--- config.mk ---
export PLATFORM = sky130hd
export DESIGN_NAME = bcd_seg_driver
export DESIGN_NICKNAME = d
export VERILOG_FILES = /design/src/rtl/bcd_seg_driver.sv
export SDC_FILE = /design/constraint.sdc
export NUM_CORES = 1
export LEC_CHECK = 0
export ABC_AREA = 1
export ABC_CLOCK_PERIOD_IN_PS = 3600
export CAP_MARGIN = 20
export CORE_ASPECT_RATIO = 0.75
export CORE_MARGIN = 2
export CORE_UTILIZATION = 40
export CTS_BUF_LIST = sky130_fd_sc_hd__clkbuf_4
export DETAILED_ROUTE_END_ITERATION = 8
export DONT_BUFFER_PORTS = 1
export GPL_TIMING_DRIVEN = 0
export PLACE_DENSITY = 0.59
export SYNTH_ARGS = -nofsm -noshare
export SYNTH_HDL_FRONTEND = slang
export SYNTH_SLANG_ARGS = --single-unit
export TNS_END_PERCENT = 50
--- constraint.sdc ---
create_clock -name clk -period 3.6 [get_ports clk]
set_clock_uncertainty 0.2 [all_clocks]
set_input_delay 0.72 -clock clk [delete_from_list [all_inputs] [get_ports clk]]
set_output_delay 0.72 -clock clk [all_outputs]
set_load 0.005 [all_outputs]
--- src/rtl/bcd_seg_driver.sv ---
// ============================================================================
// Module   : bcd_seg_driver
// Brief    : Sequential 8-bit binary to 3-digit BCD converter (double-dabble)
//            with registered active-low seven-segment outputs.
// Revision : 1.0 - initial release
// ============================================================================
`default_nettype none

module bcd_seg_driver #(
    parameter logic BLANK_LZ = 1'b1
) (
    input  logic       clk,
    input  logic       reset,
    input  logic       start,
    input  logic [7:0] value,
    output logic       busy,
    output logic       done,
    output logic [3:0] bcd2,
    output logic [3:0] bcd1,
    output logic [3:0] bcd0,
    output logic [6:0] seg2,
    output logic [6:0] seg1,
    output logic [6:0] seg0
);

    localparam logic [6:0] SEG_ZERO  = 7'h40;
    localparam logic [6:0] SEG_BLANK = 7'h7F;
    localparam logic [6:0] SEG_LZ    = BLANK_LZ ? SEG_BLANK : SEG_ZERO;

    typedef enum logic [1:0] {
        S_IDLE = 2'd0,
        S_CONV = 2'd1,
        S_DONE = 2'd2
    } state_t;

    state_t      state;
    state_t      state_nxt;
    logic [7:0]  shreg;
    logic [11:0] scratch;
    logic [2:0]  iter;
    logic [11:0] adj;
    logic [19:0] shifted;
    logic        blank2;
    logic        blank1;

    function automatic logic [6:0] seg_enc(input logic [3:0] d);
        logic [6:0] s;
        case (d)
            4'd0:    s = 7'h40;
            4'd1:    s = 7'h79;
            4'd2:    s = 7'h24;
            4'd3:    s = 7'h30;
            4'd4:    s = 7'h19;
            4'd5:    s = 7'h12;
            4'd6:    s = 7'h02;
            4'd7:    s = 7'h78;
            4'd8:    s = 7'h00;
            4'd9:    s = 7'h10;
            default: s = 7'h7F;
        endcase
        return s;
    endfunction

    // Add-3 correction on every nibble before each shift.
    for (genvar i = 0; i < 3; i++) begin : g_adj
        assign adj[4*i +: 4] = (scratch[4*i +: 4] >= 4'd5) ?
                               scratch[4*i +: 4] + 4'd3 : scratch[4*i +: 4];
    end

    assign shifted = {adj, shreg} << 1;
    assign blank2  = BLANK_LZ && (scratch[11:8] == 4'd0);
    assign blank1  = blank2 && (scratch[7:4] == 4'd0);

    always_ff @(posedge clk or posedge reset) begin
        if (reset) begin
            state <= S_IDLE;
        end else begin
            state <= state_nxt;
        end
    end

    always_comb begin
        state_nxt = state;
        busy      = 1'b0;
        case (state)
            S_IDLE: begin
                if (start) begin
                    state_nxt = S_CONV;
                end
            end
            S_CONV: begin
                busy = 1'b1;
                if (iter == 3'd7) begin
                    state_nxt = S_DONE;
                end
            end
            S_DONE: begin
                busy      = 1'b1;
                state_nxt = S_IDLE;
            end
            default: begin
                state_nxt = S_IDLE;
            end
        endcase
    end

    always_ff @(posedge clk or posedge reset) begin
        if (reset) begin
            shreg   <= 8'd0;
            scratch <= 12'd0;
            iter    <= 3'd0;
            done    <= 1'b0;
            bcd2    <= 4'd0;
            bcd1    <= 4'd0;
            bcd0    <= 4'd0;
            seg2    <= SEG_LZ;
            seg1    <= SEG_LZ;
            seg0    <= SEG_ZERO;
        end else begin
            done <= 1'b0;
            case (state)
                S_IDLE: begin
                    if (start) begin
                        shreg   <= value;
                        scratch <= 12'd0;
                        iter    <= 3'd0;
                    end
                end
                S_CONV: begin
                    {scratch, shreg} <= shifted;
                    iter             <= iter + 3'd1;
                end
                S_DONE: begin
                    bcd2 <= scratch[11:8];
                    bcd1 <= scratch[7:4];
                    bcd0 <= scratch[3:0];
                    seg2 <= blank2 ? SEG_BLANK : seg_enc(scratch[11:8]);
                    seg1 <= blank1 ? SEG_BLANK : seg_enc(scratch[7:4]);
                    seg0 <= seg_enc(scratch[3:0]);
                    done <= 1'b1;
                end
                default: begin
                end
            endcase
        end
    end

endmodule

`default_nettype wire

==> After elaboration in Yosys (flattened, before gate mapping) <==
Memories as Yosys holds them, arrays and structs flattened. A register that Yosys moved wholly into a read port is not among the register bits.
Index checks and enable logic that the tools add are counted.
{ "word_totals": {"out_inout_bits": 35, "input_bits": 11, "mem_bits_ro": 336, "regBits": 52, "memories": 3} }
{ "classes": {"n_mux": 16, "eq_ne": 5, "n_lt_le_gt_ge": 3, "n_addsub": 4, "n_reduce_logical": 8} }
{ "mem_list": {"columns": ["name", "depth", "width", "rd", "rd_ports_with_merged_regs", "wr", "line", "rtl"], "rows": [
  ["(name not given)", 16, 7, 1, 0, 0, "48", "case (d)"],
  ["(name not given)", 16, 7, 1, 0, 0, "48", null],
  ["(name not given)", 16, 7, 1, 1, 0, "48", null]
]} }
{ "ops": {"columns": ["cell", "count"], "rows": [
  ["12-bit one-hot mux with 2 select lines", 1],
  ["8-bit one-hot mux with 2 select lines", 1],
  ["7-bit two-way mux", 2],
  ["4-bit by 3-bit >= comparator with 1-bit output (second input constant)", 3],
  ["12-bit two-way mux", 1],
  ["4-bit by 2-bit adder with 4-bit output (second input constant)", 2],
  ["4-bit logical NOT", 2],
  ["4-bit two-way mux", 2],
  ["8-bit two-way mux", 1],
  ["3-bit two-way mux", 2],
  ["3-bit one-hot mux with 2 select lines", 1],
  ["2-bit two-way mux", 2],
  ["2-bit != test (second input constant)", 2],
  ["2-bit one-hot mux with 2 select lines", 1],
  ["2-bit AND reduction", 2],
  ["3-bit by 1-bit adder with 3-bit output (second input constant)", 1],
  ["3-bit by 2-bit adder with 3-bit output (second input constant)", 1],
  ["3-bit equality test (second input constant)", 1],
  ["2-bit by 1-bit equality test with 1-bit output (second input constant)", 1],
  ["2-bit equality test (second input constant)", 1],
  ["2-bit logical NOT", 1],
  ["1-bit two-way mux", 2],
  ["2-bit nonzero test", 1],
  ["2-bit OR reduction", 1],
  ["1-bit logical AND", 1]
]} }

==> Longest topological paths before layout <==
Gate-level depths: netlist of run 1.
{ "logic_depth": {"word_depth": 3, "depth_mapped": 9} }

==> Least setup slack after synthesis of run 1 <==
No wires, ideal clock.
{ "synth_path": {"path_type": "reg2out", "start": "register state[0]", "end": "output port busy", "t_arrival_ns": 0.678, "path_slack_ns": 2.002, "required_time_ns": 2.680, "path_buffers": 0, "path_stages_with_launch": 3, "cell_sequence": "dfrtp_1 -> inv_1 -> ha_1"} }
{ "synth_between": {"elab_chain_len": 3} }
{ "synth_rtl": {"columns": ["element", "line", "rtl"], "rows": [
  ["from (decl)", "36", "state_t state;"],
  ["from (signal assigned)", "78", "state <= state_nxt;"],
  ["2-bit by 1-bit equality test with 1-bit output or 2-bit equality test (tied branches)", "85", "case (state)"],
  ["2-bit OR reduction (no source line) (*)", null, null],
  ["1-bit two-way mux (*)", "85", null],
  ["to (decl)", "16", "output logic busy,"]
]} }
Every way passes the cells marked *; elsewhere a longest branch is shown, timed or not.

==> Worst setup path in the final report of run 1 <==
{ "layout_path": {"start": "register state[1]", "end": "output port busy"} }
Same word-level chain as after synthesis.

==> results of run 1 <==
## worst paths after layout
check,end,depth (start not counted)
max in group asynchronous,seg2[1],2
max,busy,2
min reg2reg,scratch[0],2
min in group clk,shreg[0],2
min,scratch[6],1
max reg2reg,seg0[1],7
## sequential cells by signal, indices dropped and copies added (netlist names)
signal   count
scratch     12
shreg        8
seg0         7
seg1         7
seg2         7
bcd0         4
bcd1         4
bcd2         4
iter         3
state        2
done         1
## Yosys cell counts
master	count	share of area
nand2_2	1	0.0020
a31oi_1	9	0.018
o211ai_1	1	0.0024
o21ai_2	3	0.0085
buf_12	1	0.0065
nor2_1	37	0.045
nand2_1	111	0.13
inv_2	2	0.0024
buf_2	4	0.0065
inv_1	26	0.032
a21oi_1	11	0.018
nor3_1	2	0.0032
ha_1	22	0.089
inv_4	1	0.0020
nand3_2	1	0.0032
clkbuf_1	3	0.0036
buf_4	1	0.0024
a22oi_1	6	0.015
dfstp_2	15	0.13
buf_6	6	0.022
o21ai_1	1	0.0016
o221ai_1	1	0.0028
nand3_1	30	0.048
dfrtp_1	44	0.36
nor2_4	1	0.0036
nor2_2	1	0.0020
o22ai_1	1	0.0020
o21ai_0	26	0.042
## logic make-up after synthesis
logic type	synth area share
AND/OR/NAND/NOR	0.242
adder cells (fa/ha/maj)	0.0889
AO/OA/AOI/OAI	0.110
buffers and inverters	0.0767
flip-flops	0.483
## through the flow
stage                     hold WS, ns  area, um^2  std cells
final                         0.00235        3340        486
after global routing           0.0198        3340        486
after CTS                     0.00689        3340        486
after detailed placement        0.271        3240        470
after global placement          0.260        3220        469
after floorplan                 0.246        3100        368
## final cells by class
type / count / share of cell area
sequential: 59 / 0.447
multi-input combinational: 265 / 0.408
buffer: 15 / 0.0378
tap: 101 / 0.0378
inverter: 29 / 0.0333
clock buffer: 10 / 0.0225
clock inverter: 6 / 0.00674
timing repair buffer: 1 / 0.00599
## per-layer routing
layer  routed length [um]  vias to the layer above
li1                     -                     1226
met1                 3480                     1194
met2                 2950                       63
met3                  405                       13
met4                  148                        0
met5                    0                        -
## critical path, delay by kind of cell, from the launching register on
kind	cells	cell delay, ns
buf+inv	1	0.07
flops	1	0.38
fa+ha+maj	1	0.30
## power groups by stage
stage / combinational (mW) / clock [mW] / sequential (mW)
finish: 1.55 / 0.381 / 1.27
global route: 1.80 / 0.420 / 1.32
CTS: 1.56 / 0.394 / 1.28
detailed placement: 1.55 / 0 / 1.29
global placement: 1.52 / 0 / 1.28
floorplan: 1.22 / 0 / 1.21
==> reports/qor.json, run 1 <==
{
  "crit_type": {"value": "reg2out"},
  "setup_ws": {"value": 1.52, "unit": "ns"},
  "crit_path_start": {"value": "state[1]"},
  "final-max-slew-violation-count": {"value": 0},
  "power-per-cell-area": {"value": 959, "unit": "mW/mm^2"},
  "post_cts_resize_count": {"value": 0},
  "finalPower": {"value": 3.20, "unit": "mW"},
  "buffer_count_from_post_cts_setup_fixing": {"value": 0},
  "crit_path_max_incr_delay": {"value": 0.38, "unit": "ns"},
  "ff2ff_setup_slack": {"value": 1.81, "unit": "ns"},
  "worstHoldPathType": {"value": "in2async"},
  "hold_viol_final": {"value": 0},
  "regToRegStartpoint": {"value": "state[0]"},
  "netlist-cell-type-count": {"value": 28},
  "switching_share": {"value": 0.455},
  "tritoncts_clock_tree": {"value": "yes"},
  "cp-start-kind": {"value": "flip-flop"},
  "totalNegativeSetupSlack": {"value": 0, "unit": "ns"},
  "combPwrFrac": {"value": 0.485},
  "starting_density_of_the_core": {"value": 0.417},
  "tot_gr_track_use": {"value": 0.183},
  "finalCoreUtilization": {"value": 0.450},
  "power.switching": {"value": 1.46, "unit": "mW"},
  "drtAntennaViolNets": {"value": 0},
  "use_met3": {"value": 0.0625},
  "mappedNetlistNets": {"value": 401},
  "seq_area_frac_synth": {"value": 0.483},
  "multiInputGateArea": {"value": 0.00137, "unit": "mm^2"},
  "timing.max_slew.rel_slack": {"value": 0.657},
  "drive_above_1_share": {"value": 0.127},
  "rsz0062_at_grt": {"value": "no"},
  "critical_path_required": {"value": 2.68, "unit": "ns"},
  "grt_max_degree": {"value": 40},
  "yosys_warnings": {"value": 0},
  "fillers": {"value": 758},
  "min_cycle_time_layout": {"value": 2.08, "unit": "ns"},
  "totalWireLength": {"value": 6.98, "unit": "mm"},
  "longest_clk_path_bufs": {"value": 2},
  "syn-instance-count": {"value": 368},
  "place_worst_setup_slack": {"value": 1.82, "unit": "ns"},
  "globalplace.congestion": {"value": 0.897},
  "cp_data_arrival_time": {"value": 1.16, "unit": "ns"},
  "vias": {"value": 2496},
  "synth-seq-cells": {"value": 59},
  "place.port_buffers": {"value": 0},
  "final_number_of_setup_violating_endpoints": {"value": 0},
  "synthToLayoutAreaGrowth": {"value": 7.88, "unit": "%"},
  "final_common_cell": {"value": "nand2_1"},
  "antenna-diode-count": {"value": 0},
  "final_min_period_over_clock_period": {"value": 0.577},
  "cts_bufs_inserted": {"value": 9},
  "met2_track_demand_over_resource_in_global_routing": {"value": 0.267},
  "maxClockFrequency": {"value": 481, "unit": "MHz"},
  "cp_cell_sequence": {"value": "inv_1, ha_1"},
  "post-dp-hpwl": {"value": 5.00, "unit": "mm"},
  "dieWidth": {"value": 106, "unit": "um"},
  "placement_rows": {"value": 27},
  "boundaryPins": {"value": 46},
  "cts_hold_buffers": {"value": 0},
  "cts.sinks": {"value": 59},
  "final_cell_mix": {"value": "nand2_1 (111), dfrtp_1 (44), nor2_1 (37), nand3_1 (30), o21ai_0 (26)"},
  "via_density": {"value": 5.14},
  "clk_pin_slew_worst_paths": {"value": 0.10, "unit": "ns"},
  "clk_latency": {"value": 0.41, "unit": "ns"},
  "actual_transition_at_the_worst_max_transition_pin": {"value": 0.514, "unit": "ns"},
  "globalRouteMet1Util": {"value": 0.250},
  "design.final.nets": {"value": 413},
  "first_global_vias": {"value": 2420},
  "p_clk_frac": {"value": 0.119},
  "die_height": {"value": 80.2, "unit": "um"},
  "cts_root_buffer": {"value": "clkbuf_4"},
  "drc": {"value": 0},
  "die_area": {"value": 0.00847, "unit": "mm^2"},
  "run_status": {"value": "finished clean"},
  "seqPwrFrac": {"value": 0.396},
  "wl_per_cell": {"value": 14.4, "unit": "um"},
  "cts_htree_levels": {"value": 3},
  "seq_area": {"value": 0.00150, "unit": "mm^2"},
  "crit_fanout": {"value": 3},
  "ir_drop": {"value": 0.220, "unit": "mV"},
  "first_pass_iters": {"value": 5},
  "grt_first_pass_wirelength": {"value": 12.0, "unit": "mm"},
  "gr-total-overflow": {"value": 0},
  "mappedNetlistArea": {"value": 0.00310, "unit": "mm^2"},
  "end_kind": {"value": "primary output"},
  "core_area": {"value": 0.00743, "unit": "mm^2"},
  "detailed_route_iter0_violations": {"value": 113},
  "leakage": {"value": 1.67, "unit": "nW"},
  "antenna_found_initial": {"value": 0},
  "synth.avg_cell_area": {"value": 8.42, "unit": "um^2"},
  "intPower": {"value": 1.75, "unit": "mW"},
  "maxCapViolCount": {"value": 0},
  "crit_slowest_cell": {"value": "dfrtp_1"},
  "grt_busiest_layer": {"value": "met2"}
}
Note: power is estimated with default switching activity, not from simulation.
==> run 2, diff against run 1 <==
ABC_CLOCK_PERIOD_IN_PS = 1800   (was 3600)
PLACE_DENSITY = 0.61   (was 0.59)
clock period = 1.8 ns   (was 3.6 ns; I/O delays follow)
==> run 2 against run 1 <==
Sequential share of layout area decreased by 1.4 points. Design area increased by 3.4%. Worst hold slack improved by 0.038 ns. Wire length increased by 0.83%. Critical endpoint unchanged. Largest power group unchanged.
==> reports/qor.json, run 2 (synthesis results as in run 1) <==
{
  "run_status": {"value": "finished clean"},
  "final_number_of_setup_violating_endpoints": {"value": 0},
  "largest_register_ffs": {"value": 12},
  "antenna_found_initial": {"value": 0},
  "synthToLayoutAreaGrowth": {"value": 11.6, "unit": "%"},
  "hold_viol_final": {"value": 0},
  "final_cell_mix": {"value": "nand2_1 (111), dfrtp_1 (41), nor2_1 (36), nand3_1 (30), o21ai_0 (26)"},
  "clk_pin_slew_worst_paths": {"value": 0.10, "unit": "ns"},
  "hp-start": {"value": "start"},
  "dieWidth": {"value": 106, "unit": "um"},
  "actual_transition_at_the_worst_max_transition_pin": {"value": 0.640, "unit": "ns"},
  "maxCapViolCount": {"value": 0},
  "drc": {"value": 0},
  "crit_path_start": {"value": "state[1]"},
  "detailed_route_iter0_violations": {"value": 176},
  "crit_fanout": {"value": 3},
  "via_density": {"value": 5.07},
  "placedInstanceArea": {"value": 0.00325, "unit": "mm^2"},
  "wl_per_cell": {"value": 14.2, "unit": "um"},
  "drive_above_1_share": {"value": 0.157},
  "worstHoldPathType": {"value": "in2reg"},
  "antenna-diode-count": {"value": 0},
  "first_pass_iters": {"value": 4},
  "register_ranked_first_by_flip_flop_count": {"value": "scratch"},
  "clk_latency": {"value": 0.41, "unit": "ns"},
  "tritoncts_clock_tree": {"value": "yes"},
  "drtAntennaViolNets": {"value": 0},
  "critical_path_required": {"value": 1.24, "unit": "ns"},
  "starting_density_of_the_core": {"value": 0.417},
  "rsz0062_at_grt": {"value": "yes"},
  "totalWireLength": {"value": 7.04, "unit": "mm"},
  "worst-r2r-cell-count": {"value": 5},
  "cp-start-kind": {"value": "flip-flop"},
  "total_non_filler_cell_area_in_the_finished_layout": {"value": 0.00346, "unit": "mm^2"},
  "ir_drop": {"value": 0.575, "unit": "mV"},
  "final_min_period_over_clock_period": {"value": 0.967},
  "cts.sinks": {"value": 59},
  "grt_first_pass_wirelength": {"value": 11.7, "unit": "mm"},
  "boundaryPins": {"value": 46},
  "gr-total-overflow": {"value": 0},
  "die_area": {"value": 0.00847, "unit": "mm^2"},
  "place.port_buffers": {"value": 0},
  "final_common_cell": {"value": "nand2_1"},
  "largestRegisters": {"value": "scratch (12), shreg (8)"},
  "crit_type": {"value": "reg2out"},
  "setup_ws": {"value": 0.0603, "unit": "ns"},
  "maxClockFrequency": {"value": 575, "unit": "MHz"},
  "critical_path.reg2reg.endpoint": {"value": "scratch[3]"},
  "final-max-slew-violation-count": {"value": 0},
  "first_global_vias": {"value": 2340},
  "ff2ff_setup_slack": {"value": 0.10, "unit": "ns"},
  "placement_rows": {"value": 27},
  "tot_gr_track_use": {"value": 0.176},
  "timing.max_slew.rel_slack": {"value": 0.572},
  "regToRegStartpoint": {"value": "scratch[0]"},
  "cts_root_buffer": {"value": "clkbuf_4"},
  "min_cycle_time_layout": {"value": 1.74, "unit": "ns"},
  "place_worst_setup_slack": {"value": -0.0424, "unit": "ns"},
  "vias": {"value": 2510},
  "end_kind": {"value": "primary output"},
  "post-dp-hpwl": {"value": 5.02, "unit": "mm"},
  "longest_clk_path_bufs": {"value": 2},
  "cts_bufs_inserted": {"value": 9},
  "die_height": {"value": 80.2, "unit": "um"},
  "cp_data_arrival_time": {"value": 1.18, "unit": "ns"},
  "leakage": {"value": 1.71, "unit": "nW"},
  "grt_max_degree": {"value": 32},
  "power-per-cell-area": {"value": 1870, "unit": "mW/mm^2"},
  "core_area": {"value": 0.00743, "unit": "mm^2"},
  "cts_htree_levels": {"value": 3},
  "crit_path_end": {"value": "busy"},
  "design.final.nets": {"value": 422},
  "globalplace.congestion": {"value": 0.910}
}
[run 2: critical path: stages, from the launching register on]
cell and delay (ns):
dfrtp_1 0.38, inv_1 0.07, ha_2 0.33
[run 2: area by class of cell]
cell class	instances	area [um^2]
timing repair buffer	10	110
clock inverter	7	35.0
buffer	15	134
fill	751	3980
multi-input combinational	265	1370
sequential	59	1500
inverter	29	115
clock buffer	9	67.6
tap	101	126
[run 2: per-layer routing]
layer / track usage / part of all wire
met4: 0.0474 / 0.011
met3: 0.0682 / 0.070
met1: 0.234 / 0.48
met2: 0.269 / 0.44
met5: 0 / 0
[run 2: how the worst min path moves through the flow]
| stage | endpoint | cells past startpoint |
|---|---|---|
| after floorplan | bcd0[0] | 1 |
| after global placement | iter[1] | 2 |
| after detailed placement | bcd0[2] | 1 |
| after CTS | state[0] | 4 |
| after global routing | state[0] | 4 |
| final | state[0] | 4 |
[run 2: timing repair]
item | in CTS | in global routing
gates cloned | 0 | 0
hold buffers | 9 | 0
endpoints found under the setup margin | 4 | 26
setup buffers | 0 | 0
resized for setup | 1 | 14
hold endpoints to repair | 34 | 0
[run 2: where the power goes]
group | switching, mW | leakage (nW) | internal [mW] | total (mW)
Clock | 0.496 | 0.0620 | 0.265 | 0.761
Sequential | 0.492 | 0.706 | 2.06 | 2.55
Combinational | 1.95 | 0.938 | 1.20 | 3.14
[run 2: through the flow]
| step | instances | hold WS (ns) | total power [mW] | utilization | setup TNS (ns) |
|---|---|---|---|---|---|
| after CTS | 495 | 0.0308 | 6.49 | 0.463 | 0 |
| after global routing | 495 | 0.0588 | 7.12 | 0.465 | -0.0153 |
| after global placement | 469 | 0.260 | 5.58 | 0.434 | 0 |
| after detailed placement | 470 | 0.150 | 5.68 | 0.437 | -0.0798 |
| final | 495 | 0.0399 | 6.46 | 0.465 | 0 |
| after floorplan | 368 | 0.246 | 4.88 | - | 0 |
==> RTL change (settings of run 2) <==
Add an input register stage for `start` and `value`, with the module's reset; this delays them by one clock.
--- a/src/rtl/bcd_seg_driver.sv
+++ b/src/rtl/bcd_seg_driver.sv
@@ -32,6 +32,19 @@
         S_CONV = 2'd1,
         S_DONE = 2'd2
     } state_t;
+
+    logic start_q;
+    logic [7:0] value_q;
+
+    always_ff @(posedge clk or posedge reset) begin
+        if (reset) begin
+            start_q <= '0;
+            value_q <= '0;
+        end else begin
+            start_q <= start;
+            value_q <= value;
+        end
+    end
 
     state_t      state;
     state_t      state_nxt;
@@ -84,7 +97,7 @@
         busy      = 1'b0;
         case (state)
             S_IDLE: begin
-                if (start) begin
+                if (start_q) begin
                     state_nxt = S_CONV;
                 end
             end
@@ -120,8 +133,8 @@
             done <= 1'b0;
             case (state)
                 S_IDLE: begin
-                    if (start) begin
-                        shreg   <= value;
+                    if (start_q) begin
+                        shreg   <= value_q;
                         scratch <= 12'd0;
                         iter    <= 3'd0;
                     end
Function: changed (a bounded check fails within 4 cycles, from zero or initial values and one cycle with reset high).
==> RTL change against run 2 <==
Total power grew 3.6%. Non-clock buffer count is the same. Largest power group unchanged. Register-to-register slack gained 0.02 ns. Wire length grew 0.60%. Sequential share of layout area grew 2.8 points. Synthesized cell count grew 7.1%. Clock power grew 47%. Cell area grew 8.1%. Sequential cell count grew 9. Setup slack gained 0.025 ns. Combinational power shrank 7.3%. Highest routed layer unchanged. Die area grew 6.2%. Synthesized area grew 6.5%.
==> RTL change: results <==
export IMPL_r2r_slack_ns=0.12
export IMPL_grt_overflow=0
export IMPL_crit_end="busy"
export IMPL_powerClk_w=0.00112
export IMPL_routed_wl_met2_um=3130
export IMPL_routedLengthMet1_um=3540
export IMPL_synth_avg_cell_area_um2=8.37
export IMPL_cp_startpoint="state[0]"
export IMPL_dp_cells=500
export IMPL_hold_slack_ns=0.288
export IMPL_crit_arrival_ns=1.15
export IMPL_yosys_warnings=0
export IMPL_drt_iter0_drc=149
export IMPL_firstDrtPassIters=4
export IMPL_min_to="seg2[5]"
export IMPL_dp_slack_ns=0.0173
export IMPL_fin_nets=448
export IMPL_r2r_start="state[1]"
export IMPL_synth_cell_types=24
export IMPL_dp_hpwl_um=4910
export IMPL_async_flop_share_pct=100
export IMPL_max_slew_worst_pin_slew_ns=0.738
export IMPL_clk_pin_slew_ns=0.13
export IMPL_status="finished clean"
export IMPL_vias_per_cell=4.93
export IMPL_irDropWorstVdd_mv=0.583
export IMPL_comb_power_share_pct=43.5
export IMPL_synth_compound_area_share_pct=9.40
export IMPL_worstHoldPathType="register to register"
export IMPL_synthTopCellsByCount="nand2_1 (122), dfrtp_1 (53), nor2_1 (46)"
export IMPL_postCtsSetupBuffers=0
export IMPL_timing_rr_end="scratch[5]"
export IMPL_synthTopCellsByArea="dfrtp_1 (40%), nand2_1 (14%), dfstp_2 (12%)"
export IMPL_holdPathStages=2
export IMPL_grt_max_degree=36
export IMPL_cts_tree="done"
export IMPL_r2r_cells=8
export IMPL_worstHoldStart="seg2[5]"
export IMPL_synth_adder_area_share_pct=7.96
export IMPL_cellLeakagePower_nw=1.85
export IMPL_reg_top3="scratch (12), shreg (8), value_q (8)"
export IMPL_grt_pass1_vias=2462
export IMPL_switchingPower_w=0.00292
export IMPL_drive_gt1_share_pct=15.9
export IMPL_netlist_area_leader_share_pct=40.2
export IMPL_antenna_cells=0
export IMPL_grt_pass1_wl_um=12100
export IMPL_yosysSeqAreaShare_pct=52.1
export IMPL_fin_ws_ns=0.0850
export IMPL_routedWlPerCell_um=13.5
export IMPL_clk_path_buf_depth=2
export IMPL_via_count=2591
export IMPL_syn_nets=426
export IMPL_globalplace_congestion=0.861
export IMPL_track_usage_pct=17.5
export IMPL_met3_wirelength_um=370
==> RTL change: changes by cell type in the layout (fill, tap and decap cells not counted), moves of 6 or more <==
cell,run 2,this run
a22oi_1,6,0
dfrtp_1,41,48
a31oi_1,9,2
inv_2,5,12
nand2_1,111,122
nor2_1,36,46
nand3_1,30,22
==> RTL change: area by class of cell <==
class | count | area, µm²
fill | 790 | 4220
tap | 105 | 131
sequential | 68 | 1730
clock buffer | 9 | 67.6
multi-input combinational | 278 | 1380
timing repair buffer | 11 | 120
inverter | 34 | 134
buffer | 14 | 90.1
clock inverter | 7 | 91.3
==> RTL change: per-layer routing <==
layer	global-route usage (%)	vias up
li1	-	1302
met1	23.3	1231
met2	27.9	53
met3	5.57	5
met4	4.23	0
met5	0	-
==> RTL change: repair_timing <==
action / CTS / global route
endpoints found under the setup margin: 1 / 28
hold buffers: 10 / 0
hold endpoints to repair: 38 / 0
resized for setup: 2 / 17
==> RTL change: worst max-delay path: stages (launching register included) <==
cell and delay (ns):
dfrtp_1 0.39, inv_1 0.10, ha_1 0.25
==> RTL change: cells by family (layout without fill, tap and decap cells) <==
group	Yosys count	count (layout)
adder cells (fa/ha/maj)	21	21
flip-flops	68	68
AO/OA/AOI/OAI	58	58
AND/OR/NAND/NOR	199	199
buffers and inverters	48	75
==> RTL change: through the flow <==
| step | instance area [µm²] | power, W | setup TNS, ns | utilization [%] |
|---|---|---|---|---|
| floorplan | 3300 | 0.00477 | 0 | - |
| detailed placement | 3450 | 0.00553 | 0 | 43.4 |
| global placement | 3430 | 0.00545 | 0 | 43.2 |
| global route | 3740 | 0.00739 | -0.101 | 47.0 |
| CTS | 3720 | 0.00671 | 0 | 46.7 |
| finish | 3740 | 0.00669 | 0 | 47.0 |
